==> config.mk <==
export PLATFORM = sky130hd
export DESIGN_NAME = fetch_ctrl_flat
export DESIGN_NICKNAME = d
export VERILOG_FILES = /design/src/rtl/fetch_pkg.sv /design/src/rtl/fetch_if.sv /design/src/rtl/fetch_fifo.sv /design/src/rtl/fetch_ctrl.sv /design/src/flat_wrapper.sv
export SDC_FILE = /design/constraint.sdc
export NUM_CORES = 1
export LEC_CHECK = 0
export BUFFER_PORTS_ARGS = -buffer_cell sky130_fd_sc_hd__buf_2
export CAP_MARGIN = 20
export CORE_MARGIN = 2
export CORE_UTILIZATION = 45
export DETAILED_ROUTE_END_ITERATION = 16
export PLACE_DENSITY = 0.63
export SYNTH_ARGS = -nofsm -noshare
export SYNTH_HDL_FRONTEND = slang
export SYNTH_SLANG_ARGS = --single-unit
==> constraint.sdc <==
create_clock -name clk -period 3.2 [get_ports clk]
set_input_delay 0 -clock clk [delete_from_list [all_inputs] [get_ports clk]]
set_output_delay 0 -clock clk [all_outputs]
set_load 0.005 [all_outputs]
==> src/rtl/fetch_pkg.sv <==
// Shared types and constants for the dual-issue fetch controller.
//   NOP_INSTR    : filler for an empty head and for slot 2 at the last ROM word
//   fq_entry_t   : one fetch-queue entry {instr1, instr2, pc, valid2}
//   fetch_state_t: RUN / HOLD / FLUSH
//   pc_advance   : next fetch PC, wrapping the 12-bit PC field
package fetch_pkg;

  localparam int unsigned XLEN   = 32;
  localparam int unsigned ROM_AW = 10;

  localparam logic [XLEN-1:0] NOP_INSTR = 32'h0000_0013;

  typedef struct packed {
    logic [XLEN-1:0] instr1;
    logic [XLEN-1:0] instr2;
    logic [XLEN-1:0] pc;
    logic            valid2;
  } fq_entry_t;

  typedef enum logic [1:0] {
    RUN   = 2'd0,
    HOLD  = 2'd1,
    FLUSH = 2'd2
  } fetch_state_t;

  // Word 1023 has no partner word, so its pair carries only one instruction.
  function automatic logic is_last_word(input logic [ROM_AW-1:0] word);
    return word == '1;
  endfunction

  // Step one pair forward; the 12-bit field wraps and bits above it are carried.
  function automatic logic [XLEN-1:0] pc_advance(input logic [XLEN-1:0] pc);
    logic [11:0] lo;
    lo = is_last_word(pc[11:2]) ? 12'h000 : pc[11:0] + 12'd8;
    return {pc[XLEN-1:12], lo};
  endfunction

endpackage

==> src/rtl/fetch_if.sv <==
// Bus bundle between the fetch controller, the dual-issue ROM and decode.
//   rom_addr            : word index to the ROM
//   rom_instr1/2        : ROM words at rom_addr and rom_addr+1 (one cycle later)
//   redirect_valid/_pc  : branch/jump redirect request and target
//   out_ready           : decode accepts the head pair
//   out_valid/_valid2   : head pair present / slot 2 valid
//   out_instr1/2, out_pc: head pair and byte PC of slot 1
// master = fetch controller side, slave = ROM/decode/branch side.
interface fetch_if;
  import fetch_pkg::*;

  logic [ROM_AW-1:0] rom_addr;
  logic [XLEN-1:0]   rom_instr1;
  logic [XLEN-1:0]   rom_instr2;
  logic              redirect_valid;
  logic [XLEN-1:0]   redirect_pc;
  logic              out_ready;
  logic              out_valid;
  logic              out_valid2;
  logic [XLEN-1:0]   out_instr1;
  logic [XLEN-1:0]   out_instr2;
  logic [XLEN-1:0]   out_pc;

  modport master (
    output rom_addr,
    input  rom_instr1,
    input  rom_instr2,
    input  redirect_valid,
    input  redirect_pc,
    input  out_ready,
    output out_valid,
    output out_valid2,
    output out_instr1,
    output out_instr2,
    output out_pc
  );

  modport slave (
    input  rom_addr,
    output rom_instr1,
    output rom_instr2,
    output redirect_valid,
    output redirect_pc,
    output out_ready,
    input  out_valid,
    input  out_valid2,
    input  out_instr1,
    input  out_instr2,
    input  out_pc
  );

endinterface

==> src/rtl/fetch_fifo.sv <==
// Fetch queue: circular buffer of fq_entry_t with synchronous flush.
//   clk, rst    : clock, synchronous active-high reset
//   flush_i     : empty the queue (wins over push and pop)
//   push_i      : write push_data_i at the tail (dropped when full)
//   pop_i       : retire the head (ignored when empty)
//   head_o      : current head entry (meaningful only when !empty_o)
//   count_o     : number of valid entries
//   empty_o     : queue empty
// DEPTH must be a power of two so the pointers wrap naturally.
module fetch_fifo
  import fetch_pkg::*;
#(
  parameter int unsigned DEPTH = 4,
  parameter int unsigned CNT_W = $clog2(DEPTH + 1)
) (
  input  logic             clk,
  input  logic             rst,
  input  logic             flush_i,
  input  logic             push_i,
  input  fq_entry_t        push_data_i,
  input  logic             pop_i,
  output fq_entry_t        head_o,
  output logic [CNT_W-1:0] count_o,
  output logic             empty_o
);

  localparam int unsigned PTR_W = $clog2(DEPTH);

  fq_entry_t        mem_q [DEPTH];
  logic [PTR_W-1:0] wr_ptr_q;
  logic [PTR_W-1:0] rd_ptr_q;
  logic [CNT_W-1:0] count_q;
  logic             full;
  logic             do_push;
  logic             do_pop;

  assign full    = count_q == CNT_W'(DEPTH);
  assign empty_o = count_q == '0;
  assign do_push = push_i && !full;
  assign do_pop  = pop_i && !empty_o;

  // Pointers and occupancy.
  always_ff @(posedge clk) begin
    if (rst || flush_i) begin
      wr_ptr_q <= '0;
      rd_ptr_q <= '0;
      count_q  <= '0;
    end else begin
      if (do_push) wr_ptr_q <= wr_ptr_q + PTR_W'(1);
      if (do_pop)  rd_ptr_q <= rd_ptr_q + PTR_W'(1);
      count_q <= count_q + CNT_W'(do_push) - CNT_W'(do_pop);
    end
  end

  // Entry storage; contents need no reset because count_q qualifies them.
  always_ff @(posedge clk) begin
    if (do_push && !flush_i) mem_q[wr_ptr_q] <= push_data_i;
  end

  assign head_o  = mem_q[rd_ptr_q];
  assign count_o = count_q;

endmodule

==> src/rtl/fetch_ctrl.sv <==
// Dual-issue instruction fetch controller.
// Issues one ROM pair fetch per cycle while the queue has credit, captures the
// ROM response one cycle later into the fetch queue, and presents the queue
// head to decode. Redirects flush the queue and the in-flight response.
//   clk, rst       : clock, synchronous active-high reset
//   bus (master)   : ROM address/data, redirect request, decode handshake
//   perf_hold_cnt  : cycles spent in HOLD           (FETCH_PERF_EN only)
//   perf_flush_cnt : redirects taken                (FETCH_PERF_EN only)
// Optional feature macro: FETCH_PERF_EN adds the saturating perf counters.
module fetch_ctrl
  import fetch_pkg::*;
#(
  parameter logic [XLEN-1:0] RESET_PC = 32'h0000_0000,
  parameter int unsigned     FQ_DEPTH = 4
) (
  input  logic        clk,
  input  logic        rst,
  fetch_if.master     bus
`ifdef FETCH_PERF_EN
  ,
  output logic [31:0] perf_hold_cnt,
  output logic [31:0] perf_flush_cnt
`endif
);

  localparam int unsigned CNT_W = $clog2(FQ_DEPTH + 1);
  localparam int unsigned OCC_W = CNT_W + 1;

  fetch_state_t     state_q;
  fetch_state_t     state_d;
  logic [XLEN-1:0]  pc_q;
  logic [XLEN-1:0]  pc_d;
  logic             inflight_q;
  logic [XLEN-1:0]  inflight_pc_q;
  logic             inflight_last_q;

  logic             redirect;
  logic             credit;
  logic             issue;
  logic             push;
  logic             pop;
  logic [OCC_W-1:0] occupancy;

  logic [CNT_W-1:0] fq_count;
  logic             fq_empty;
  fq_entry_t        fq_head;
  fq_entry_t        push_data;

  assign redirect = bus.redirect_valid;

  // Credit counts the in-flight response but not a same-cycle pop.
  assign occupancy = OCC_W'(fq_count) + OCC_W'(inflight_q);
  assign credit    = occupancy < OCC_W'(FQ_DEPTH);

  // FSM state register.
  always_ff @(posedge clk) begin
    if (rst) state_q <= RUN;
    else     state_q <= state_d;
  end

  // FSM next state: redirect always wins; otherwise credit picks RUN or HOLD.
  always_comb begin
    state_d = state_q;
    if (redirect) begin
      state_d = FLUSH;
    end else begin
      case (state_q)
        RUN, FLUSH, HOLD: state_d = credit ? RUN : HOLD;
        default:          state_d = RUN;
      endcase
    end
  end

  // FSM output: HOLD never issues, even on the cycle credit returns.
  always_comb begin
    issue = 1'b0;
    case (state_q)
      RUN, FLUSH: issue = !redirect && credit;
      default:    issue = 1'b0;
    endcase
  end

  // PC next value.
  always_comb begin
    pc_d = pc_q;
    if (redirect)   pc_d = bus.redirect_pc;
    else if (issue) pc_d = pc_advance(pc_q);
  end

  // PC and in-flight tracking; the in-flight slot lives exactly one cycle.
  always_ff @(posedge clk) begin
    if (rst) begin
      pc_q            <= RESET_PC;
      inflight_q      <= 1'b0;
      inflight_pc_q   <= RESET_PC;
      inflight_last_q <= 1'b0;
    end else begin
      pc_q       <= pc_d;
      inflight_q <= issue;
      if (issue) begin
        inflight_pc_q   <= pc_q;
        inflight_last_q <= is_last_word(pc_q[11:2]);
      end
    end
  end

  assign bus.rom_addr = pc_q[11:2];

  // ROM response capture; a redirect in the same cycle discards it.
  assign push             = inflight_q && !redirect;
  assign push_data.instr1 = bus.rom_instr1;
  assign push_data.instr2 = inflight_last_q ? NOP_INSTR : bus.rom_instr2;
  assign push_data.pc     = inflight_pc_q;
  assign push_data.valid2 = !inflight_last_q;

  assign pop = !fq_empty && bus.out_ready;

  fetch_fifo #(
    .DEPTH (FQ_DEPTH),
    .CNT_W (CNT_W)
  ) u_fifo (
    .clk         (clk),
    .rst         (rst),
    .flush_i     (redirect),
    .push_i      (push),
    .push_data_i (push_data),
    .pop_i       (pop),
    .head_o      (fq_head),
    .count_o     (fq_count),
    .empty_o     (fq_empty)
  );

  // Head presentation; an empty queue shows NOPs at RESET_PC.
  assign bus.out_valid  = !fq_empty;
  assign bus.out_valid2 = !fq_empty && fq_head.valid2;
  assign bus.out_instr1 = fq_empty ? NOP_INSTR : fq_head.instr1;
  assign bus.out_instr2 = fq_empty ? NOP_INSTR : fq_head.instr2;
  assign bus.out_pc     = fq_empty ? RESET_PC  : fq_head.pc;

`ifdef FETCH_PERF_EN
  logic [31:0] perf_hold_q;
  logic [31:0] perf_flush_q;

  // Saturating event counters.
  always_ff @(posedge clk) begin
    if (rst) begin
      perf_hold_q  <= '0;
      perf_flush_q <= '0;
    end else begin
      if (state_q == HOLD && perf_hold_q != '1) perf_hold_q  <= perf_hold_q + 32'd1;
      if (redirect && perf_flush_q != '1)       perf_flush_q <= perf_flush_q + 32'd1;
    end
  end

  assign perf_hold_cnt  = perf_hold_q;
  assign perf_flush_cnt = perf_flush_q;
`endif

endmodule

==> src/flat_wrapper.sv <==
// flat-port wrapper written by rule: the top's interface ports become plain ports
module fetch_ctrl_flat import fetch_pkg::*;
#(
  parameter logic [XLEN-1:0] RESET_PC = 32'h0000_0000,
  parameter int unsigned     FQ_DEPTH = 4
)
  (clk, rst, bus_rom_addr, bus_rom_instr1, bus_rom_instr2, bus_redirect_valid, bus_redirect_pc, bus_out_ready, bus_out_valid, bus_out_valid2, bus_out_instr1, bus_out_instr2, bus_out_pc);
  fetch_if bus_i ();
  input  logic clk;
  input  logic rst;
  output wire logic [$bits(bus_i.rom_addr)-1:0] bus_rom_addr;
  input wire logic [$bits(bus_i.rom_instr1)-1:0] bus_rom_instr1;
  input wire logic [$bits(bus_i.rom_instr2)-1:0] bus_rom_instr2;
  input wire logic [$bits(bus_i.redirect_valid)-1:0] bus_redirect_valid;
  input wire logic [$bits(bus_i.redirect_pc)-1:0] bus_redirect_pc;
  input wire logic [$bits(bus_i.out_ready)-1:0] bus_out_ready;
  output wire logic [$bits(bus_i.out_valid)-1:0] bus_out_valid;
  output wire logic [$bits(bus_i.out_valid2)-1:0] bus_out_valid2;
  output wire logic [$bits(bus_i.out_instr1)-1:0] bus_out_instr1;
  output wire logic [$bits(bus_i.out_instr2)-1:0] bus_out_instr2;
  output wire logic [$bits(bus_i.out_pc)-1:0] bus_out_pc;
  assign bus_rom_addr = bus_i.rom_addr;
  assign bus_i.rom_instr1 = bus_rom_instr1;
  assign bus_i.rom_instr2 = bus_rom_instr2;
  assign bus_i.redirect_valid = bus_redirect_valid;
  assign bus_i.redirect_pc = bus_redirect_pc;
  assign bus_i.out_ready = bus_out_ready;
  assign bus_out_valid = bus_i.out_valid;
  assign bus_out_valid2 = bus_i.out_valid2;
  assign bus_out_instr1 = bus_i.out_instr1;
  assign bus_out_instr2 = bus_i.out_instr2;
  assign bus_out_pc = bus_i.out_pc;
  fetch_ctrl #(.RESET_PC(RESET_PC), .FQ_DEPTH(FQ_DEPTH)) u_core (.clk(clk), .rst(rst), .bus(bus_i));
endmodule
### Yosys cells after proc, flatten, opt, wreduce, memory -nomap -nowiden

Memories as Yosys holds them, arrays and structs flattened. A register that Yosys moved wholly into a read port is not among the register bits.
Index checks and enable logic that the tools add are counted.

* register bits: 75
* RAM bits: 388
* input port bits: 100
* output and inout port bits: 108
* logic and storage cells: 56
* memories: 1

* $add $sub $neg: 6
* magnitude comparators: 1
* equality and inequality tests: 4
* muxes and demuxes: 15
* bitwise operators: 1
* reductions and logical operators: 18

Memories
* u_core.u_fifo.mem_q: words 4, width 97, read ports 1, clocked after Yosys merged registers in 1, wr ports 1, line fetch_fifo.sv:29 `fq_entry_t mem_q [DEPTH];`

Operators with widths (count)
* $mux W32: 5
* $mux W12: 2
* $add A12 B4 Y12 const B: 1
* $eq A10 B10 Y1 const B: 1
* $mux W2: 4
* $logic_and A1 B1 Y1: 7
* $reduce_or A3 Y1: 2
* $add A2 B1 Y2 const B: 2
* $add A3 B1 Y4: 1
* $logic_not A1 Y1: 4
* $lt A4 B3 Y1 const B: 1
* $mux W1: 4
* $add A3 B1 Y3: 1
* $eq A3 B3 Y1 const B: 1
* $logic_not A3 Y1: 1
* $sub A3 B1 Y3: 1
* $eq A2 B1 Y1 const B: 1
* $eq A2 B2 Y1 const B: 1
* $logic_not A2 Y1: 1
* $reduce_bool A2 Y1: 1
* $reduce_or A2 Y1: 1
* $logic_or A1 B1 Y1: 1
* $not A1 Y1: 1

### Logic depth before layout (Yosys ltp)

Gate-level depths: netlist (run 1).

* depth after elaboration: 6
* depth in mapped cells: 12
* mapped depth without buffers: 12

### Cells and area by module

From an unflattened synthesis (run 1), not the netlist that was laid out.

* cell total of the unflattened synthesis: 1017
* area total of the unflattened synthesis: 18063.6 um2

Modules (own cells, without submodules)
* fetch_fifo: instances 1, cells an instance 556, area each 14466.4 um2, sequential area each 11831.3 um2
* fetch_ctrl: instances 1, cells an instance 461, area each 3597.2 um2, sequential area each 1361.3 um2

### Worst setup path after synthesis (run 1)

Ideal clock, no wire load.

* path kind: register to register
* start point: reg u_core.u_fifo.count_q[1] (netlist: u_core.u_fifo.count_o[1])
* end point: mem u_core.u_fifo.mem_q[0][0] in the netlist's numbering (enable)
* library setup time: 0.467 ns
* arrival time: 3.074 ns
* required time: 2.733 ns
* setup slack: -0.341 ns
* stages on the path, launching flop included: 6
* period minus slack after synthesis: 3.541 ns
* cell sequence: dfxtp_1 nor2_1 nand2_1 nand2_1 nor2_1 and2_1

* word-level cells in the longest chain between the ends: 6

Ends and longest elaborated chain
* from (decl): line fetch_fifo.sv:32 `logic [CNT_W-1:0] count_q;`
* from (signal assigned): line fetch_fifo.sv:51 `count_q <= count_q + CNT_W'(do_push) - CNT_W'(do_pop);`
* $eq A3 B3 Y1: line fetch_fifo.sv:37 `assign full = count_q == CNT_W'(DEPTH);`
* $logic_not A1 Y1: line fetch_fifo.sv:39 `assign do_push = push_i && !full;`
* $logic_and A1 B1 Y1: line fetch_fifo.sv:39
* $logic_and A1 B1 Y1: line fetch_fifo.sv:57 `if (do_push && !flush_i) mem_q[wr_ptr_q] <= push_data_i;`
* $mux W1: line fetch_fifo.sv:57
* $mux W1 (not written as such): line fetch_fifo.sv:57
* to (decl): line fetch_fifo.sv:29

Every way passes these cells.

==> results.rst, run 1 <==
.. list-table::
   :header-rows: 1

   * - Metric
     - Value
   * - Result of the run
     - finished clean
   * - Clock latency reported for the late side of the worst-skew pair
     - 0.56 ns
   * - Total wire length after detailed routing
     - 37.0 mm
   * - Part of the Yosys area used for sequential elements
     - 73.4%
   * - Skew final
     - 0.00808 ns
   * - Worst ir drop on vdd
     - 0.000465 V
   * - Hold Path Class
     - in2reg
   * - Number of search-and-repair iterations in the first detailed-routing pass
     - 6
   * - Hold slack
     - 0.120 ns
   * - Final setup violation count
     - 0
   * - Time the final worst path needs with I/O delays and setup
     - 2.61 ns
   * - H-Tree Level Count
     - 2
   * - Ordered cell list for the critical path
     - buf_4, mux4_2, and2_1, buf_2
   * - Total inserted antenna cells
     - 0
   * - Initial DRC Count
     - 612
   * - Worst Max-Slew Pin Slew
     - 0.944 ns
   * - Mean post-synth cell area
     - 17.9 sq um
   * - Clock buffer count from CTS
     - 47
   * - Ratio of total power to cell area
     - 573 nW/um^2
   * - Cells after Synth
     - 1007
   * - Adder and majority cell fraction of the synthesized area
     - 0.668%
   * - HPWL Detailed
     - 22.2 mm
   * - CP Max Fanout
     - 32
   * - Startpoint type of the worst setup path
     - flop
   * - Flip-flop and latch count after synthesis
     - 465
   * - Fraction of final layout cells sized beyond drive strength 1
     - 31.3%
   * - Post-Synthesis Cell Area
     - 18000 sq um
   * - Xor and xnor fraction of the mapped netlist area
     - 0.536%
   * - Total via count in the routed design
     - 9792
   * - Overflow left after global routing
     - 0
   * - Hold violation count in the final report
     - 0
   * - Num ports
     - 208
   * - Die Footprint
     - 41600 sq um
   * - Multiplexer fraction of the synthesized cell area
     - 13.4%
   * - Sum Neg Setup Slack
     - 0 ns
   * - Data arrival at the endpoint of the critical path
     - 2.61 ns
   * - Count of input and output buffers
     - 207
   * - Wire length per cell after detailed routing
     - 19.5 um
   * - Setup repair after global routing missed its margin
     - no
   * - Area Growth Syn to Fin
     - 24.2%
   * - Syn nets
     - 1116
   * - Number of max-cap violations
     - 0
   * - Leakage
     - 7.91 nW
   * - Number of distinct library cell variants in the gate-level netlist after synthesis
     - 40
   * - Data required time at the worst endpoint
     - 3.20 ns
   * - Site Rows
     - 73
   * - Worst R2R Setup Slack
     - 0.71 ns
   * - Commonest cells after routing, fill and taps aside
     - edfxtp_1 (388), buf_2 (207), dlygate4sd3_1 (110)
   * - Number of instances resized during post-cts repair
     - 0
   * - Library cell used as clock root buffer
     - clkbuf_16
   * - Type of element capturing the critical path
     - output pin
   * - Largest net degree at the start of global routing
     - 93
   * - Dominant combinational cell family by area after synthesis
     - multiplexers
   * - CTS hold repair buffers
     - 110
   * - Via count of the first global-routing pass
     - 10033
   * - Max stage delay on crit path
     - 0.81 ns
   * - Final antenna-violating net count
     - 0
   * - # Post-CTS Setup Buffers
     - 0
   * - Final estimated routing congestion in global placement
     - 0.767
   * - Critical path type
     - reg2out
   * - Most common cell after layout, fill and taps aside
     - edfxtp_1
   * - Final net count
     - 1444
   * - Clock sink count
     - 465
   * - Compound-gate portion of the synthesized area
     - 1.82%
   * - Die boundary width
     - 204 um
   * - Max-slew headroom at the worst pin
     - 37.1%
   * - Critical-path cell with the highest stage delay
     - dfxtp_4
   * - Number of antenna violations at the first check in global routing
     - 0
   * - Placed cell count
     - 1701
   * - Wire length of the first global-routing pass
     - 57.0 mm
   * - Total power of the final layout
     - 12.8 mW
   * - Overall global routing resource usage
     - 18.0%
   * - Number of standard cells in the final layout excluding fillers
     - 1897
   * - Via-to-Cell Ratio
     - 5.16
   * - Peak Freq
     - 383 MHz
   * - Die outline height
     - 204 um
   * - Number of warning messages in the yosys log
     - 0
   * - Starting Density
     - 45.5%
   * - Number of DRC violations after detailed routing
     - 0
   * - Final critical-path share of the clock period
     - 81.6%
   * - Area inside the core boundary
     - 39500 sq um
   * - Number of pins with negative max-slew slack in the final report
     - 0
   * - Area share of and/or/nand/nor cells after synthesis
     - 8.16%
   * - Deepest clock path buffer count
     - 3
   * - CTS tree
     - built
   * - Clock transition at the registers of the reported paths
     - 0.06 ns
[flip-flops by register name, indices dropped and copies added (netlist names), named ones only]
signal / cells
u_core.u_fifo.count_o: 3
u_core.pc_q: 32
u_core.inflight_q: 1
u_core.u_fifo.mem_q: 388
u_core.u_fifo.rd_ptr_q: 2
u_core.inflight_last_q: 1
u_core.state_q: 2
u_core.u_fifo.wr_ptr_q: 2
u_core.inflight_pc_q: 32
[cell usage after synthesis]
master    number  share of area (%)
a211oi_2       1              0.070
or3_1          1              0.035
nor3_2         2               0.11
nor3_1         3              0.083
nand4_2        1              0.070
dfxtp_1       77                8.6
clkbuf_1      25               0.52
a22oi_1        1              0.042
and3_1         1              0.035
buf_2         17               0.47
mux2i_2        1              0.077
a21oi_1       35               0.97
o21a_4         1              0.083
o211ai_1       1              0.042
and4b_1        2               0.11
a222oi_1       5               0.28
nor2b_1       35                1.2
inv_1         11               0.23
and2_1        97                3.4
nand3_1        4               0.11
nand3_2        1              0.056
nor2_1        45               0.94
ha_1           8               0.56
a221oi_1       1              0.049
o21ai_0        1              0.028
nor4_2         1              0.070
a211oi_1       1              0.042
mux2i_1       21                1.2
xnor2_1        8               0.39
buf_1          7               0.15
xor2_1         3               0.15
or2_2         10               0.35
fa_1           1               0.11
nand2_1       72                1.5
edfxtp_1     388                 65
a22oi_2        3               0.21
nor4_1         1              0.035
or4_4          1              0.063
buf_4         16               0.67
mux4_2        97                 12
[critical path: cells and delay by family, from the launching register on]
family / cells / cell delay, ns
flip-flops: 1 / 0.81
buffers and inverters: 2 / 0.52
multiplexers: 1 / 0.53
AND/OR/NAND/NOR: 1 / 0.17
[logic make-up after synthesis]
logic type	Yosys count
XOR/XNOR	11
AO/OA/AOI/OAI	50
flip-flops	465
adder cells (fa/ha/maj)	9
AND/OR/NAND/NOR	277
multiplexers	119
buffers and inverters	76
[metrics by stage]
| stage | setup slack (ns) | instance area (sq um) | utilization [%] |
|---|---|---|---|
| floorplan | 0.732 | 18000 | - |
| global placement | 0.944 | 19700 | 49.8 |
| detailed placement | 0.912 | 19700 | 49.8 |
| CTS | 0.472 | 22300 | 56.5 |
| global route | 0.396 | 22300 | 56.5 |
| finish | 0.590 | 22300 | 56.5 |
[cell type report]
type | count | area (sq um)
fillers | 3045 | 17200
flip-flops and latches | 465 | 13200
repair buffers | 344 | 2460
clock buffers | 60 | 1270
well taps | 525 | 657
inverters | 11 | 41.3
multi-input cells | 466 | 4440
clock inverters | 26 | 264
[power by group]
group / internal (mW) / switching (mW) / total (mW) / leakage (nW)
logic: 0.345 / 0.320 / 0.665 / 3.04
clock network: 3.21 / 2.21 / 5.42 / 0.735
registers: 6.64 / 0.0679 / 6.71 / 4.14
total: 10.2 / 2.60 / 12.8 / 7.91
[worst paths after layout]
check                                                   to  cells past startpoint                startpoint
worst min-delay path            u_core.u_fifo.mem_q[0][87]                      3        bus_redirect_valid
worst max register to register              u_core.pc_q[4]                      7  u_core.u_fifo.count_o[1]
worst min register to register    u_core.inflight_pc_q[17]                      2           u_core.pc_q[17]
worst max-delay path                    bus_out_instr1[20]                      4                      flop
[layer usage]
| metal | vias to the layer above | part of all wire [%] | global-route usage, % |
|---|---|---|---|
| li1 | 4490 | - | - |
| met1 | 4998 | 46 | 25.4 |
| met2 | 252 | 47 | 28.9 |
| met3 | 52 | 5.2 | 3.46 |
| met4 | 0 | 1.7 | 4.82 |
| met5 | - | 0 | 0 |
No activity file was read; power rests on OpenSTA's default activity.
==> run 2: changes to the inputs <==
Settings changed: ABC_AREA set to 1, PLACE_DENSITY 0.63 to 0.6.
Clock period 3.2 ns to 2.6 ns, I/O delays scaled along.
==> results.rst, run 2 <==
.. list-table::
   :header-rows: 1

   * - Metric
     - Value
   * - Post-Synthesis Cell Area
     - 18300 sq um
   * - Total wire length after detailed routing
     - 42.0 mm
   * - Final estimated routing congestion in global placement
     - 0.762
   * - Initial DRC Count
     - 820
   * - Hold Path Class
     - in2reg
   * - Via-to-Cell Ratio
     - 5.06
   * - Data required time at the worst endpoint
     - 2.60 ns
   * - Data arrival at the endpoint of the critical path
     - 2.46 ns
   * - Type of element capturing the critical path
     - output pin
   * - Number of DRC violations after detailed routing
     - 0
   * - Time the final worst path needs with I/O delays and setup
     - 2.46 ns
   * - Final critical-path share of the clock period
     - 94.5%
   * - Asr flop ratio synth
     - 0%
   * - Number of distinct library cell variants in the gate-level netlist after synthesis
     - 33
   * - Register with the highest flop count
     - u_core.u_fifo.mem_q
   * - Synth cell count leaders
     - nor2_1 (503), edfxtp_1 (388), o21ai_0 (224), a21oi_1 (100), dfxtp_1 (77)
   * - Flip-flop count of the largest register after layout
     - 388
   * - Worst R2R Setup Slack
     - 0.26 ns
   * - Mean post-synth cell area
     - 11.6 sq um
   * - Share of the core filled with cells in the final layout
     - 56.2%
   * - CP Max Fanout
     - 45
   * - Final antenna-violating net count
     - 0
   * - Area inside the core boundary
     - 39900 sq um
   * - Number of search-and-repair iterations in the first detailed-routing pass
     - 5
   * - Critical path type
     - reg2out
   * - Number of antenna violations at the first check in global routing
     - 0
   * - Number of flops mapped to enable cells by yosys
     - 388
   * - Total via count in the routed design
     - 12312
   * - Final net count
     - 1980
   * - Cell accounting for the most synthesized area
     - edfxtp_1
   * - Die boundary width
     - 206 um
   * - Most common cell after layout, fill and taps aside
     - nor2_1
   * - Starting Density
     - 45.9%
   * - Site Rows
     - 73
   * - Die Footprint
     - 42300 sq um
   * - Flip-flop and latch count after synthesis
     - 465
   * - Wire length of the first global-routing pass
     - 65.0 mm
   * - Fraction of final layout cells sized beyond drive strength 1
     - 16.7%
   * - Hold endpoint
     - u_core.state_q[1]
   * - Clock latency reported for the late side of the worst-skew pair
     - 0.55 ns
   * - Max-slew headroom at the worst pin
     - 61.9%
   * - Commonest cells after routing, fill and taps aside
     - nor2_1 (499), edfxtp_1 (388), o21ai_0 (224)
   * - Number of max-cap violations
     - 0
   * - Clock transition at the registers of the reported paths
     - 0.06 ns
   * - Total power of the final layout
     - 15.8 mW
   * - Syn nets
     - 1690
   * - Cells after Synth
     - 1581
   * - Yosys top cell area share
     - 63.6%
   * - Worst Max-Slew Pin Slew
     - 0.572 ns
   * - Ratio of total power to cell area
     - 704 nW/um^2
   * - Number of standard cells in the final layout excluding fillers
     - 2431
   * - HPWL Detailed
     - 23.4 mm
   * - Via count of the first global-routing pass
     - 11970
   * - Skew final
     - 0.0127 ns
   * - Num ports
     - 208
   * - Part of the Yosys area used for sequential elements
     - 72.1%
   * - Count of input and output buffers
     - 207
   * - Dominant synthesized flop cell
     - edfxtp_1
   * - Hold slack
     - 0.0408 ns
   * - Reg2reg path depth
     - 8
   * - Deepest clock path buffer count
     - 3
   * - Placed cell count
     - 2238
   * - Area Growth Syn to Fin
     - 22.5%
   * - Startpoint type of the worst setup path
     - flop
   * - Leakage
     - 8.54 nW
   * - Clock sink count
     - 465
   * - Area of the multi-input gates
     - 4370 sq um
   * - Number of pins with negative max-slew slack in the final report
     - 0
   * - Wire length per cell after detailed routing
     - 17.3 um
   * - Sum Neg Setup Slack
     - 0 ns
   * - Reg-to-reg startpoint
     - u_core.u_fifo.count_o[2]
   * - Setup repair after global routing missed its margin
     - yes
   * - Overall global routing resource usage
     - 19.9%
   * - Result of the run
     - finished clean
   * - Library cell used as clock root buffer
     - clkbuf_16
   * - # Post-CTS Setup Buffers
     - 0
   * - Clock buffer count from CTS
     - 48
   * - Final setup violation count
     - 0
   * - Storage cell area
     - 13200 sq um
   * - Total inserted antenna cells
     - 0
   * - Number of stages on the worst hold path
     - 3
   * - CTS tree
     - built
   * - Worst Hold Launch
     - bus_redirect_valid
   * - Largest net degree at the start of global routing
     - 98
   * - Capture instance of the worst register-to-register path
     - u_core.pc_q[7]
   * - Area contributors post-synth
     - edfxtp_1 (64%), nor2_1 (10%), dfxtp_1 (8.4%)
   * - Top-count cell post-synth
     - nor2_1
   * - Hold violation count in the final report
     - 0
   * - H-Tree Level Count
     - 2
   * - Largest registers
     - u_core.u_fifo.mem_q: 388 flops, u_core.inflight_pc_q: 32 flops, u_core.pc_q: 32 flops
   * - Filler instances
     - 3303
   * - Worst ir drop on vdd
     - 0.000522 V
   * - Number of warning messages in the yosys log
     - 0
   * - Die outline height
     - 206 um
   * - Overflow left after global routing
     - 0
   * - Peak Freq
     - 407 MHz
[run 2: cell count changes in the layout (fill, tap and decap cells not counted), moves of 7 or more]
cell / before / now
nor2_1: 45 / 499
o21ai_0: 1 / 224
mux4_2: 97 / 0
and2_1: 93 / 0
a21oi_1: 35 / 100
inv_1: 10 / 52
nor2b_1: 35 / 0
nand2_1: 72 / 47
mux2i_1: 21 / 0
a22o_1: 0 / 20
nand3_1: 4 / 20
clkbuf_1: 11 / 18
[run 2: final cells by class]
| class | instances | share of cell area, % |
|---|---|---|
| clock inverter | 15 | 0.636 |
| multi-input combinational | 955 | 19.5 |
| clock buffer | 70 | 5.95 |
| tap | 525 | 2.93 |
| inverter | 56 | 0.982 |
| sequential | 465 | 58.9 |
| timing repair buffer | 345 | 11.1 |
[run 2: through the flow]
step / worst slack, ns / area, sq um
finish: 0.142 / 22400
global route: -0.0502 / 22400
CTS: 0.0800 / 22400
detailed placement: 0.548 / 19900
global placement: 0.584 / 19900
floorplan: -0.0984 / 18300
[run 2: worst max path at each step]
stage | startpoint | cells past startpoint | slack, ns | end
final | flop | 6 | 0.14 | bus_out_instr2[27]
after global routing | flop | 6 | -0.05 | bus_out_instr1[5]
after CTS | flop | 5 | 0.08 | bus_out_instr2[2]
after detailed placement | u_core.u_fifo.count_o[1] | 10 | 0.55 | u_core.u_fifo.count_o[2]
after global placement | u_core.u_fifo.count_o[1] | 10 | 0.58 | u_core.u_fifo.count_o[2]
after floorplan | u_core.u_fifo.count_o[1] | 4 | -0.1 | u_core.u_fifo.mem_q[0][0]
[run 2: worst max-delay path, cell delays in order (launching register included)]
cell and delay (ns):
dfxtp_4 0.61, buf_4 0.51, nor2_1 0.10, nor2_1 0.09
o21ai_0 0.09, a21oi_1 0.29, buf_2 0.17
[run 2: cells by family (layout without fill, tap and decap cells)]
family	count (synthesis)	after routing	synth area share [%]
flip-flops	465	465	72.1
adder cells (fa/ha/maj)	9	9	0.656
buffers and inverters	161	486	4.28
XOR/XNOR	6	6	0.287
AO/OA/AOI/OAI	353	353	10.2
AND/OR/NAND/NOR	587	587	12.5
[run 2: layer usage]
layer | share of wire, % | track usage [%] | up-vias
met5 | 0 | 0 | -
met4 | 1.5 | 5.34 | 0
met3 | 5.6 | 3.26 | 47
met2 | 47 | 33.0 | 326
met1 | 46 | 27.2 | 5888
li1 | - | - | 6051
[run 2: repair_timing]
action,CTS,global route
gates resized for setup,0,1
hold buffers,108,0
endpoints found under the setup margin,0,11
hold endpoints to repair,294,0
[run 2: report_power, final]
part | leakage, nW | switching, mW | internal [mW]
Sequential | 4.19 | 0.106 | 8.26
Clock | 0.711 | 2.64 | 3.83
Combinational | 3.64 | 0.560 | 0.397
